$ cat src/rtl/i2s_pkg.sv
// Shared types and constants for the I2S receive path.
package i2s_pkg;
  localparam int unsigned SAMPLE_BITS = 24;

  typedef logic [SAMPLE_BITS-1:0] sample_t;

  localparam logic CH_LEFT  = 1'b1;
  localparam logic CH_RIGHT = 1'b0;
endpackage

$ cat src/rtl/i2s_ws_edge.sv
// Word-select tracker: registers ws, flags a slot boundary, arms on the first boundary.
module i2s_ws_edge
  import i2s_pkg::*;
(
  input  logic i_sck,
  input  logic i_rst,
  input  logic i_ws,
  output logic o_ws_q,
  output logic o_edge_c,
  output logic o_armed
);

  logic r_ws_q;
  logic r_armed;

  // ws_q resets high so a receiver started in the left slot sees an edge immediately.
  always_ff @(posedge i_sck) begin
    if (i_rst) begin
      r_ws_q  <= 1'b1;
      r_armed <= 1'b0;
    end else begin
      r_ws_q <= i_ws;
      if (o_edge_c) r_armed <= 1'b1;
    end
  end

  assign o_edge_c = i_ws ^ r_ws_q;
  assign o_ws_q   = r_ws_q;
  assign o_armed  = r_armed;

endmodule

$ cat src/rtl/i2s_in.sv
// I2S serial receiver: deserializes MSB-first slots into words with a channel tag and strobe.
// Optional frame_err output (slot length != word width) is enabled by defining I2SIN_FRAME_ERR_EN.
module i2s_in
  import i2s_pkg::*;
#(
  parameter int unsigned BITS_PRECISION = SAMPLE_BITS
) (
  input  logic                      sck,
  input  logic                      rst,
  input  logic                      ws,
  input  logic                      sd,
  output logic [BITS_PRECISION-1:0] data_in,
  output logic                      left_rightn,
  output logic                      data_en
`ifdef I2SIN_FRAME_ERR_EN
  ,
  output logic                      frame_err
`endif
);

  localparam int unsigned CW = $clog2(BITS_PRECISION + 1);

  logic                      w_ws_q;
  logic                      w_edge;
  logic                      w_armed;
  logic [BITS_PRECISION-1:0] w_full;
  logic [BITS_PRECISION-1:0] w_word;
  logic [CW-1:0]             w_pad;

  logic [BITS_PRECISION-1:0] r_shift;
  logic [CW-1:0]             r_count;
  logic [BITS_PRECISION-1:0] r_data_in;
  logic                      r_left_rightn;
  logic                      r_data_en;

  i2s_ws_edge u_ws_edge (
    .i_sck    (sck),
    .i_rst    (rst),
    .i_ws     (ws),
    .o_ws_q   (w_ws_q),
    .o_edge_c (w_edge),
    .o_armed  (w_armed)
  );

  assign w_full = {r_shift[BITS_PRECISION-2:0], sd};
  assign w_pad  = CW'(BITS_PRECISION - 1) - r_count;

  // Exact slot takes the edge bit as LSB; long slot keeps the frozen first word; short slot left-justifies.
  always_comb begin
    w_word = w_full;
    if (r_count >= CW'(BITS_PRECISION)) begin
      w_word = r_shift;
    end else if (r_count != CW'(BITS_PRECISION - 1)) begin
      w_word = w_full << w_pad;
    end
  end

  always_ff @(posedge sck) begin
    if (rst) begin
      r_shift       <= '0;
      r_count       <= '0;
      r_data_in     <= '0;
      r_left_rightn <= 1'b0;
      r_data_en     <= 1'b0;
    end else begin
      r_data_en <= 1'b0;
      if (w_edge) begin
        if (w_armed) begin
          r_data_in     <= w_word;
          r_left_rightn <= w_ws_q ? CH_RIGHT : CH_LEFT;
          r_data_en     <= 1'b1;
        end
        r_shift <= '0;
        r_count <= '0;
      end else if (r_count < CW'(BITS_PRECISION)) begin
        r_shift <= w_full;
        r_count <= r_count + CW'(1);
      end
    end
  end

`ifdef I2SIN_FRAME_ERR_EN
  logic r_frame_err;

  always_ff @(posedge sck) begin
    if (rst) begin
      r_frame_err <= 1'b0;
    end else begin
      r_frame_err <= w_edge && w_armed && (r_count != CW'(BITS_PRECISION - 1));
    end
  end

  assign frame_err = r_frame_err;
`endif

  assign data_in     = r_data_in;
  assign left_rightn = r_left_rightn;
  assign data_en     = r_data_en;

endmodule

$ cat config.mk
export PLATFORM = sky130hd
export DESIGN_NAME = i2s_in
export DESIGN_NICKNAME = d
export VERILOG_FILES = /design/src/rtl/i2s_pkg.sv /design/src/rtl/i2s_ws_edge.sv /design/src/rtl/i2s_in.sv
export SDC_FILE = /design/constraint.sdc
export NUM_CORES = 1
export LEC_CHECK = 0
export ABC_AREA = 1
export CAP_MARGIN = 20
export CORE_MARGIN = 8
export CORE_UTILIZATION = 49
export CTS_CLUSTER_SIZE = 24
export DETAILED_ROUTE_END_ITERATION = 10
export PLACE_DENSITY = 0.72
export SYNTH_ARGS = -nofsm -noshare
export SYNTH_HDL_FRONTEND = slang
export SYNTH_HIERARCHICAL = 1
export SYNTH_SLANG_ARGS = --single-unit
$ cat constraint.sdc
create_clock -name sck -period 2.5 [get_ports sck]
set_input_delay 0.625 -clock sck [delete_from_list [all_inputs] [get_ports sck]]
set_output_delay 0.625 -clock sck [all_outputs]
set_load 0.01 [all_outputs]
==> impl_results.html <==
<table>
<tr><th>Metric</th><th>Value</th></tr>
<tr><th colspan="2">Status</th></tr>
<tr><td>Status</td><td>completed</td></tr>
<tr><th colspan="2">Placement</th></tr>
<tr><td>Buffers on Ports</td><td>29</td></tr>
<tr><td>Routability congestion estimate</td><td>about 0.95</td></tr>
<tr><td>Final HPWL from detailed placement</td><td>about 7200 µm</td></tr>
<tr><th colspan="2">Timing</th></tr>
<tr><td>Relative slew slack</td><td>between 50% and 60%</td></tr>
<tr><td>Hold Vio Cnt, Final</td><td>0</td></tr>
<tr><td>Final critical path time including I/O delays and setup</td><td>around 2 ns</td></tr>
<tr><td>Total negative slack for setup checks</td><td>0 ns</td></tr>
<tr><td>Number of max-slew violations in the final report</td><td>0</td></tr>
<tr><td>Worst slew pin tran</td><td>approximately 0.65 ns</td></tr>
<tr><td>FMAX</td><td>about 0.5 GHz</td></tr>
<tr><td>Setup repair after global routing missed its margin</td><td>false</td></tr>
<tr><td>Post-Route Skew</td><td>approximately 0.013 ns</td></tr>
<tr><td>Final setup violation count</td><td>0</td></tr>
<tr><td>Period Utilization, post-route</td><td>between 80% and 90%</td></tr>
<tr><th colspan="2">Power</th></tr>
<tr><td>Power Total</td><td>between 2 and 2.5 mW</td></tr>
<tr><td>Pwr per Cell Area</td><td>a little under 600 mW/mm²</td></tr>
<tr><td>Max rail drop VDD</td><td>~0.41 mV</td></tr>
<tr><td>Pleak</td><td>approximately 1.6 nW</td></tr>
<tr><th colspan="2">GRT</th></tr>
<tr><td>Largest net degree at the start of global routing</td><td>46</td></tr>
<tr><td>Total track usage</td><td>a little over a fifth</td></tr>
<tr><td>First-pass GRT wire length</td><td>~18000 µm</td></tr>
<tr><td>Global route total overflow</td><td>0</td></tr>
<tr><td>Via count of the first global-routing pass</td><td>approximately 3700</td></tr>
<tr><td>Initial antenna violation count</td><td>0</td></tr>
<tr><th colspan="2">Logic synthesis</th></tr>
<tr><td>Biggest area consumer among synthesized cells</td><td>dfxtp_1</td></tr>
<tr><td>Adder and majority cell fraction of the synthesized area</td><td>~1.4%</td></tr>
<tr><td>Yosys cell types</td><td>30</td></tr>
<tr><td>Synthesized netlist net count</td><td>between 500 and 600</td></tr>
<tr><td>Proportion of register bits with asynchronous set or reset after synthesis</td><td>0%</td></tr>
<tr><td>Most common flop cell mapped by yosys</td><td>dfxtp_1</td></tr>
<tr><td>Share of synthesized cell area in and, or, nand and nor gates</td><td>around 40%</td></tr>
<tr><td>Average cell area after synthesis</td><td>roughly 6.3 µm²</td></tr>
<tr><td>Combinational family with the most area after synthesis</td><td>simple AND/OR/NAND/NOR gates</td></tr>
<tr><td>Proportion of synthesized chip area in sequential cells</td><td>around a third</td></tr>
<tr><td>Area of the mapped netlist</td><td>~0.0035 mm²</td></tr>
<tr><td>Number of enable-type register cells in the synthesized netlist</td><td>0</td></tr>
<tr><td>Synth Register Bits</td><td>between 50 and 60</td></tr>
<tr><td>Top cells by area, synth</td><td>dfxtp_1 33%, nand3_1 17%, nand2_1 16%</td></tr>
<tr><td>Xor and xnor area share after synthesis</td><td>0%</td></tr>
<tr><td>Post-synthesis mux area share</td><td>0%</td></tr>
<tr><td>Yosys warnings</td><td>6</td></tr>
<tr><td>Number of cells produced by synthesis</td><td>558</td></tr>
<tr><td>Area fraction in compound gates after synthesis</td><td>17.4%</td></tr>
<tr><td>Proportion of netlist area held by the largest area contributor</td><td>between 30 and 40%</td></tr>
<tr><th colspan="2">Die</th></tr>
<tr><td>Die extent in x</td><td>101 µm</td></tr>
<tr><td>Overall die area</td><td>0.0101 mm²</td></tr>
<tr><td>Core Region</td><td>0.00710 mm²</td></tr>
<tr><td>Die Height</td><td>101 µm</td></tr>
<tr><td>I/O Pins</td><td>30</td></tr>
<tr><td>Initial core utilization</td><td>slightly below 50%</td></tr>
<tr><td>Number of standard-cell rows in the floorplan</td><td>31</td></tr>
<tr><th colspan="2">Final layout</th></tr>
<tr><td>Syn-to-layout area delta</td><td>16.1%</td></tr>
<tr><td>Number of nets in the layout</td><td>~580</td></tr>
<tr><td>Final antenna diode count</td><td>0</td></tr>
<tr><td>Count of filler cells inserted in the layout</td><td>just under 700</td></tr>
<tr><td>Share of post-route cells with drive strength above 1</td><td>around 7.1%</td></tr>
<tr><td>Commonest cells after routing, fill and taps aside</td><td>152 x nand2_1, 117 x nand3_1, 57 x dfxtp_1, 56 x a21oi_1, 37 x nor2_1</td></tr>
<tr><td>Most frequent standard cell in the layout excluding fill and tap cells</td><td>nand2_1</td></tr>
<tr><th colspan="2">Clock network</th></tr>
<tr><td>Total of hold buffers inserted after clock tree synthesis</td><td>0</td></tr>
<tr><td>TritonCTS clock tree</td><td>built</td></tr>
<tr><td>Setup fix buffers added after clock tree synthesis</td><td>0</td></tr>
<tr><td>Number of clock sinks</td><td>57</td></tr>
<tr><td>CTS root buf</td><td>clkbuf_8</td></tr>
<tr><td>Number of buffers inserted during clock tree synthesis</td><td>9</td></tr>
<tr><td>Bufs on Longest Clock Path</td><td>2</td></tr>
<tr><td>Clock insertion delay at the later pin of the skew report</td><td>about 0.35 ns</td></tr>
<tr><td># H-tree levels</td><td>3</td></tr>
<tr><td>Clock transition at path regs</td><td>~0.07 ns</td></tr>
<tr><td>Cts repair resizes</td><td>0</td></tr>
<tr><th colspan="2">Routing</th></tr>
<tr><td>Drt wl/cell</td><td>15.7 µm</td></tr>
<tr><td>First-iteration detailed-routing DRC count</td><td>between 500 and 600</td></tr>
<tr><td>DR vias/cell</td><td>approximately 6</td></tr>
<tr><td>Count of unresolved DRC violations after routing</td><td>0</td></tr>
<tr><td>Post-detailed-route count of antenna-violating nets</td><td>0</td></tr>
<tr><td>Iteration count of the initial detailed-routing pass</td><td>5</td></tr>
<tr><td>Final WL</td><td>between 10000 and 15000 µm</td></tr>
<tr><td>Routed vias</td><td>between 3000 and 4000</td></tr>
<tr><th colspan="2">Critical path</th></tr>
<tr><td>Number of buffers and inverters on the critical path</td><td>2</td></tr>
<tr><td>Crit-path leading delay family</td><td>buffers and inverters</td></tr>
<tr><td>Worst reg2reg setup slack</td><td>around 0.49 ns</td></tr>
<tr><td>Destination of the worst register-to-register timing path</td><td>data_in[18]</td></tr>
<tr><td>Start of the worst register-to-register path</td><td>r_count[1]</td></tr>
<tr><td>R2r worst-path depth</td><td>8</td></tr>
<tr><td>WP data required</td><td>roughly 2.7 ns</td></tr>
<tr><td>Largest driver fanout on the critical path</td><td>24</td></tr>
<tr><td>Crit path top cell by count</td><td>nand2_1</td></tr>
<tr><td>Worst Setup Path Type</td><td>register to register</td></tr>
<tr><td>Chain of cells forming the critical path</td><td>ha_1 &gt; nand3_2 &gt; buf_4 &gt; clkinv_1 &gt; a31oi_1 &gt; nand2_1 &gt; nand2_1 &gt; a21oi_1</td></tr>
<tr><td>Endpoint class of the critical path</td><td>register</td></tr>
<tr><td>Cell type of the slowest stage on the worst timing path</td><td>dfxtp_1</td></tr>
<tr><td>Delay of the slowest cell on the worst path</td><td>0.39 ns</td></tr>
<tr><td>Arrival @ worst endpoint</td><td>about 2.2 ns</td></tr>
<tr><td>Nature of the critical path startpoint</td><td>register</td></tr>
<tr><th colspan="2">Hold path</th></tr>
<tr><td>Hold Path Depth</td><td>1</td></tr>
<tr><td>Terminating pin of the worst hold path</td><td>left_rightn</td></tr>
<tr><td>Type of the most critical hold path</td><td>register to register</td></tr>
<tr><td>Hold Crit Start</td><td>u_ws_edge/o_ws_q</td></tr>
<tr><th colspan="2">Run</th></tr>
<tr><td>Number of violations of the max-capacitance limit</td><td>0</td></tr>
</table>
[Yosys cell counts (2+ instances only)]
master / number
nor2_1: 37
a21oi_1: 56
clkbuf_1: 12
clkinv_1: 3
o21ai_0: 35
nand4_1: 6
o211ai_1: 5
nand3_1: 117
nand2_1: 152
dfxtp_1: 57
buf_2: 15
o21ai_2: 2
a41oi_1: 5
inv_2: 4
inv_1: 18
a21oi_2: 2
nor3_1: 3
buf_1: 7
ha_1: 4
buf_6: 6
a31oi_1: 3
[worst register-to-register path, stage by stage, from the launching register on]
cell and delay, ns:
dfxtp_1 0.39, ha_1 0.26, nand3_2 0.09, buf_4 0.28, clkinv_1 0.37, a31oi_1 0.26
nand2_1 0.12, nand2_1 0.07, a21oi_1 0.05
[routing by layer]
layer	global-route usage [%]	up-vias	part of all wire, %
met5	0	-	0
met4	9.77	0	2.1
met3	5.59	25	8.5
met2	33.2	183	44
met1	28.5	1836	45
li1	-	1920	-
[through the flow]
stage / setup slack (ns) / cells / util (%) / hold WS, ns / area, µm²
floorplan: 0.461 / 558 / - / 0.428 / 3500
global placement: 0.308 / 658 / 53.6 / 0.452 / 3810
detailed placement: 0.272 / 658 / 53.6 / 0.459 / 3810
CTS: 0.515 / 674 / 57.3 / 0.474 / 4070
global route: 0.367 / 674 / 57.3 / 0.504 / 4070
finish: 0.494 / 674 / 57.3 / 0.469 / 4070
[registers in the layout, summed over array words and instances, names as in the netlist]
| name | count |
|---|---|
| data_in | 24 |
| u_ws_edge/o_ws_q | 1 |
| r_shift | 24 |
| data_en | 1 |
| left_rightn | 1 |
| r_count | 5 |
| u_ws_edge/o_armed | 1 |
[area by class of cell]
| type | instances | area (µm²) | share of cell area (%) |
|---|---|---|---|
| clock buffers | 12 | 165 | 4.06 |
| clock inverters | 4 | 97.6 | 2.40 |
| inverters | 26 | 105 | 2.58 |
| multi-input cells | 434 | 2040 | 50.0 |
| flip-flops and latches | 57 | 1140 | 28.0 |
| well taps | 99 | 124 | 3.04 |
| repair buffers | 42 | 400 | 9.84 |
[worst max-delay path by stage]
stage                           from     endpoint  slack, ns  depth (start not counted)
after global placement            ws   r_count[4]       0.31                          7
final                     r_count[1]  data_in[18]       0.49                          8
after floorplan           r_count[3]  data_in[15]       0.46                         11
after global routing      r_count[2]  data_in[23]       0.37                         11
after CTS                 r_count[1]  data_in[18]       0.51                          8
after detailed placement          ws   r_count[4]       0.27                          7
[power breakdown]
part           leakage [nW]  total, mW  switching (mW)  internal (mW)
logic                  1.02      0.278           0.165          0.112
clock network         0.129       1.14           0.392          0.744
registers             0.464      0.961          0.0194          0.942
total                  1.61       2.38           0.577           1.80
[cell families after synthesis]
| family | Yosys count |
|---|---|
| AND/OR/NAND/NOR | 319 |
| adder cells (fa/ha/maj) | 4 |
| AO/OA/AOI/OAI | 111 |
| buffers and inverters | 67 |
| flip-flops | 57 |
(Power assumes the default switching activity.)
